==> config.mk <==
export PLATFORM = sky130hd
export DESIGN_NAME = bus_nslv
export DESIGN_NICKNAME = d
export VERILOG_FILES = /design/src/rtl/bus_nslv.sv
export SDC_FILE = /design/constraint.sdc
export NUM_CORES = 1
export LEC_CHECK = 0
export BUFFER_PORTS_ARGS = -buffer_cell sky130_fd_sc_hd__buf_4
export CORE_AREA = 2 2 214 216
export CTS_BUF_LIST = sky130_fd_sc_hd__clkbuf_8
export DETAILED_ROUTE_END_ITERATION = 10
export DIE_AREA = 0 0 216 218
export PLACE_DENSITY = 0.42
export SLEW_MARGIN = 15
export SYNTH_ARGS = -nofsm -noshare
export SYNTH_HDL_FRONTEND = slang
export SYNTH_SLANG_ARGS = --single-unit
==> constraint.sdc <==
create_clock -name clk -period 2.36 [get_ports clk]
set_clock_uncertainty 0.2 [all_clocks]
set_input_delay 0.236 -clock clk [delete_from_list [all_inputs] [get_ports clk]]
set_output_delay 0.236 -clock clk [all_outputs]
set_load 0.02 [all_outputs]
==> src/rtl/bus_nslv.sv <==
// Single-master, N-slave memory bus: address-decoded posted writes, latency-matched reads.
// Optional build macro BUS_STATS_EN adds saturating read/write/error counters on stat_*.
module bus_nslv #(
  parameter int NSLV    = 4,
  parameter int AW      = 32,
  parameter int DW      = 32,
  parameter int SEL_MSB = 31,
  parameter int SEL_LSB = 28,
  parameter int RD_LAT  = 1
) (
  input  logic                   clk,
  input  logic                   rst_n,
  input  logic                   m_req,
  input  logic [DW/8-1:0]        m_we,
  input  logic [AW-1:0]          m_addr,
  input  logic [DW-1:0]          m_wdata,
  output logic                   m_ready,
  output logic                   m_rvalid,
  output logic [DW-1:0]          m_rdata,
  output logic                   m_err,
  output logic [NSLV*AW-1:0]     s_addr,
  output logic [NSLV*DW-1:0]     s_wdata,
  output logic [NSLV*DW/8-1:0]   s_we,
  output logic [NSLV-1:0]        s_re,
  input  logic [NSLV*DW-1:0]     s_rdata,
  output logic [15:0]            stat_rd,
  output logic [15:0]            stat_wr,
  output logic [15:0]            stat_err
);

  localparam int SW = SEL_MSB - SEL_LSB + 1;
  localparam int BW = DW / 8;
  localparam int CW = (RD_LAT > 1) ? $clog2(RD_LAT) : 1;

  typedef enum logic [1:0] {IDLE, RD_WAIT, RESP} state_t;

  state_t        state_q, state_d;
  logic [SW-1:0] idx_q, idx_d;
  logic [AW-1:0] addr_q, addr_d;
  logic [CW-1:0] cnt_q, cnt_d;
  logic [DW-1:0] rdata_q, rdata_d;
  logic          err_q, err_d;

  logic [SW-1:0] idx;
  logic          mapped;
  logic          is_wr;
  logic          acc;
  logic [AW-1:0] addr_z;
  logic [DW-1:0] sel_rdata;

  always_comb begin
    idx    = m_addr[SEL_MSB:SEL_LSB];
    mapped = ({1'b0, idx} < (SW+1)'(NSLV));
    is_wr  = |m_we;
    acc    = m_req && (state_q == IDLE);
    addr_z = m_addr;
    addr_z[SEL_MSB:SEL_LSB] = '0;
  end

  always_comb begin
    sel_rdata = '0;
    for (int k = 0; k < NSLV; k++) begin
      if (idx_q == SW'(k)) sel_rdata = s_rdata[k*DW +: DW];
    end
  end

  always_comb begin
    state_d = state_q;
    idx_d   = idx_q;
    addr_d  = addr_q;
    cnt_d   = cnt_q;
    rdata_d = rdata_q;
    err_d   = 1'b0;
    case (state_q)
      IDLE: begin
        if (m_req) begin
          if (is_wr) begin
            err_d = !mapped;
          end else if (mapped) begin
            idx_d   = idx;
            addr_d  = addr_z;
            cnt_d   = CW'(RD_LAT - 1);
            state_d = RD_WAIT;
          end else begin
            rdata_d = '0;
            err_d   = 1'b1;
            state_d = RESP;
          end
        end
      end
      RD_WAIT: begin
        if (cnt_q == '0) begin
          rdata_d = sel_rdata;
          state_d = RESP;
        end else begin
          cnt_d = cnt_q - CW'(1);
        end
      end
      RESP:    state_d = IDLE;
      default: state_d = IDLE;
    endcase
  end

  always_ff @(posedge clk) begin
    if (!rst_n) begin
      state_q <= IDLE;
      idx_q   <= '0;
      addr_q  <= '0;
      cnt_q   <= '0;
      rdata_q <= '0;
      err_q   <= 1'b0;
    end else begin
      state_q <= state_d;
      idx_q   <= idx_d;
      addr_q  <= addr_d;
      cnt_q   <= cnt_d;
      rdata_q <= rdata_d;
      err_q   <= err_d;
    end
  end

  // Strobes are gated by rst_n so slaves never see a write or read during reset.
  always_comb begin
    s_we = '0;
    s_re = '0;
    for (int k = 0; k < NSLV; k++) begin
      s_addr[k*AW +: AW]  = (state_q == RD_WAIT) ? addr_q : addr_z;
      s_wdata[k*DW +: DW] = m_wdata;
      if (rst_n && acc && mapped && (idx == SW'(k))) begin
        if (is_wr) s_we[k*BW +: BW] = m_we;
        else       s_re[k] = 1'b1;
      end
    end
  end

  assign m_ready  = (state_q == IDLE);
  assign m_rvalid = (state_q == RESP);
  assign m_rdata  = rdata_q;
  assign m_err    = err_q;

`ifdef BUS_STATS_EN
  logic [15:0] rd_cnt_q, rd_cnt_d;
  logic [15:0] wr_cnt_q, wr_cnt_d;
  logic [15:0] er_cnt_q, er_cnt_d;

  always_comb begin
    rd_cnt_d = rd_cnt_q;
    wr_cnt_d = wr_cnt_q;
    er_cnt_d = er_cnt_q;
    if (acc) begin
      if (!mapped) begin
        if (er_cnt_q != 16'hFFFF) er_cnt_d = er_cnt_q + 16'd1;
      end else if (is_wr) begin
        if (wr_cnt_q != 16'hFFFF) wr_cnt_d = wr_cnt_q + 16'd1;
      end else begin
        if (rd_cnt_q != 16'hFFFF) rd_cnt_d = rd_cnt_q + 16'd1;
      end
    end
  end

  always_ff @(posedge clk) begin
    if (!rst_n) begin
      rd_cnt_q <= '0;
      wr_cnt_q <= '0;
      er_cnt_q <= '0;
    end else begin
      rd_cnt_q <= rd_cnt_d;
      wr_cnt_q <= wr_cnt_d;
      er_cnt_q <= er_cnt_d;
    end
  end

  assign stat_rd  = rd_cnt_q;
  assign stat_wr  = wr_cnt_q;
  assign stat_err = er_cnt_q;
`else
  assign stat_rd  = '0;
  assign stat_wr  = '0;
  assign stat_err = '0;
`endif

endmodule

==> flow_results.org <==
** Worst setup path
- Critical path cell sequence :: or4b_4, buf_12, o22ai_1, dlygate4sd3_1, o2bb2ai_1
- The worst setup path is captured at a register.
- Largest fanout of any net on the critical path :: 31
- Worst setup startpoint :: idx_q[2]
- Crit path kind :: register to register
- Kind of start point of the critical path :: register
- Crit-path max cell delay :: about 0.6 ns
- Required time of the critical path :: roughly 2.5 ns
- Worst endpoint data arrival time :: around 2.4 ns
- In this run the critical register-to-register path is launched from idx_q[2].
- The largest individual stage delay along the critical path comes from the cell dlygate4sd3_1.

** Logic synthesis
- Of the total synthesized cell area, the portion taken by AND, OR, NAND and NOR gates is 0.0815.
- Top cells by area in the synthesized netlist :: buf_4 (35%), dfxtp_1 (23%), mux2_2 (11%), o2bb2ai_1 (4.4%), o211ai_1 (3.9%)
- After synthesis, the share of flip-flops with an asynchronous set or reset is 0.
- Summed over all instances, the cell type with the most area after synthesis is buf_4.
- After technology mapping, the gate count stands at a little under 700.
- Compound-Gate Fraction of Synth Area :: 0.188
- Mapped Area :: between 5000 and 6000 sq um
- Post-Syn Area per Cell :: between 8 and 9 sq um
- buf_4 is the most common cell in the netlist.
- Of the total synthesized cell area, the portion taken by full adders, half adders and majority gates is 0.
- Register area share after synthesis :: 0.225
- Post-synth top area share :: 0.348
- Count of synthesis-stage warnings from yosys :: 0
- Primary FF master, synth :: dfxtp_1
- Number of flops mapped to enable cells by yosys :: 0
- By area, the combinational part of the netlist is dominated by buffers and inverters.
- Register bit total from synthesis :: between 60 and 70
- Of the total synthesized cell area, the portion taken by XOR and XNOR cells is 0.
- Multiplexer area fraction after synthesis :: 0.115
- In the synthesized netlist, the cells that appear most often are buf_4 (276), dfxtp_1 (67), mux2_2 (59).
- Cell variety after synth :: 39

** Placed design
- Number of port buffers :: approximately 330
- Timing analysis after detailed placement gives a worst setup slack of about 0.15 ns.
- The wire-length estimate of the detail-placed layout is ~18 mm.
- At the end of routability-driven placement, the weighted congestion stood at around 0.86.
- Summing all placed instances gives a cell area of 7440 sq um.

** Global routing
- Antenna violations before repair :: 1
- The number of global-route vias before repair came to between 5000 and 6000.
- Overflow left after global routing :: 0
- For this run, the total global-route usage over all layers was measured as 0.103.
- Maximum number of pins on one net before global-route repair :: 37
- Global-route wire length before repair :: around 36 mm

** Run
- Number of maximum-capacitance violations :: 0

** Power
- Overall power consumption after layout is estimated at 3350 uW.
- Worst supply voltage drop on vdd :: about 0.19 mV
- The analysis attributes to cell leakage a power of approximately 0.0039 uW.
- Ratio of total power to cell area :: around 370 nW/um^2

** Timing
- After layout, the worst setup slack is about 0.096 ns.
- Setup repair after global routing missed its margin :: yes
- Final critical-path share of the clock period :: 0.959
- Setup TNS Final :: 0 ns
- The number of hold-slack violations in the final timing report came to 0.
- Slew at the pin with the worst max-slew slack :: between 0.5 and 0.6 ns
- In this run the tightest slew margin relative to its limit is 0.649.
- After layout, the minimum clock period comes to around 2.3 ns.
- Timing would allow up to ~440 MHz.
- Setup violations remaining at the end of the flow were counted as 0.
- Count of pins over their slew limit :: 0

** Clocking
- For this design, the sink count on the clock tree is between 60 and 70.
- Clock tree synthesis selected as its root buffer the cell clkbuf_8.
- For the worst-skew pair, the clock arrives at the later sink with an insertion delay of around 0.40 ns.
- Deepest level of the CTS H-tree :: 3
- Clock-pin transition on the worst setup and hold timing paths :: 0.10 ns
- Max clock buf depth :: 2
- CTS tree :: built
- Number of buffers added by the clock tree synthesis step :: 9

** Detailed routing
- Avg Vias per Cell :: around 3.6
- Aggregate routed wire length :: between 20 and 25 mm
- For this run, design rule violations remaining after detail routing come to 0.
- Routed vias :: about 5600
- Average detailed-routed wire length per instance :: 16.3 um
- The first routing iteration left around 230 violations.
- TritonRoute pass-1 iters :: 4
- Post-route ant nets :: 0

** Die
- The floorplan step defined a die boundary enclosing roughly 47000 sq um.
- The floorplan step set the die height to ~220 um.
- After floorplanning, the core was sized to cover between 40000 and 50000 sq um.
- The initialized floorplan defines between 70 and 80 standard-cell rows.
- Initial core utilization :: 0.133
- Die Span X :: about 220 um
- During I/O placement, the number of pins put on the boundary was about 560.

** Finish
- The net count of the finished layout is ~1100.
- Of the cells placed in the final design, the portion with a size suffix greater than 1 is 0.497.
- Filler instances :: roughly 5000
- P&R area growth vs syn :: 52.5%
- Post-route standard cell area excluding fillers :: roughly 9100 sq um

** Hold path
- In this run the worst hold path is classified as primary input to register.
- Hold_sp :: s_rdata[54]

** Status
- The run finished with clean final reports.
-- worst max-delay path: cells and delay by family (launching register included) --
| family | cells | cell delay (ns) |
|---|---|---|
| buffers and inverters | 2 | 0.77 |
| AND/OR/NAND/NOR | 1 | 0.56 |
| AO/OA/AOI/OAI | 2 | 0.26 |
| flip-flops | 1 | 0.36 |
-- layer usage --
metal / global-route usage / up-vias / share of wire / routed length (um)
met5: 0 / - / 0 / 0
met4: 0.0705 / 0 / 0.055 / 1380
met3: 0.0372 / 84 / 0.077 / 1920
met2: 0.183 / 306 / 0.51 / 12800
met1: 0.101 / 2577 / 0.35 / 8850
li1: - / 2619 / - / -
-- power by group --
part	switching [uW]	internal, uW	total, uW
combinational	519	485	1000
sequential	2.48	1130	1140
clock	573	636	1210
total	1090	2250	3350
-- registers in the layout, summed over array words and instances, names as in the netlist --
| name | cells |
|---|---|
| m_rdata | 32 |
| addr_q | 28 |
| idx_q | 4 |
| state_q | 2 |
| m_err | 1 |
-- final cells by class --
type	instances	area [sq um]	area share
timing repair buffer	486	4080	0.449
multi-input combinational	356	2640	0.291
sequential	67	1350	0.148
tap	600	751	0.0827
clock buffer	10	138	0.0152
clock inverter	6	96.3	0.0106
inverter	6	22.5	0.00248
antenna	1	2.50	0.000276
-- cell families after synthesis --
kind of cell           Yosys count
buffers and inverters          335
AO/OA/AOI/OAI                  157
AND/OR/NAND/NOR                 75
flip-flops                      67
multiplexers                    60
other                            1
-- final timing paths --
kind                 end  slack, ns  depth (start not counted)
min reg2reg  m_rdata[29]       0.27                          1
max           m_rdata[0]        0.1                          5
max reg2reg   m_rdata[0]        0.1                          5
min          m_rdata[22]       0.07                          4
-- repair_timing --
item / 4_1_cts / 5_1_grt
resized for setup: 20 / 4
gates cloned: 1 / 0
setup endpoints to repair: 132 / 19
pin swaps: 3 / 1
setup buffers: 7 / 0
hold buffers: 122 / 0
endpoints found under the hold margin: 65 / 0
-- layout by cell type, fill, tap and decap left out, types with 30 or more instances in the layout --
cell             n
conb_1          64
buf_4          351
o22ai_1         31
o211ai_1        31
mux2_2          57
o2bb2ai_1       30
o31ai_1         30
dlygate4sd3_1  122
nand4_1         32
a21oi_1         30
dfxtp_1         64
-- metrics by stage --
step	hold slack [ns]	std cells	utilization
floorplan	0.164	758	-
global placement	0.247	1385	0.166
detailed placement	0.248	1385	0.166
CTS	0.000932	1531	0.202
global route	0.0315	1531	0.202
finish	0.0730	1532	0.202
No activity file was read; power rests on OpenSTA's default activity.
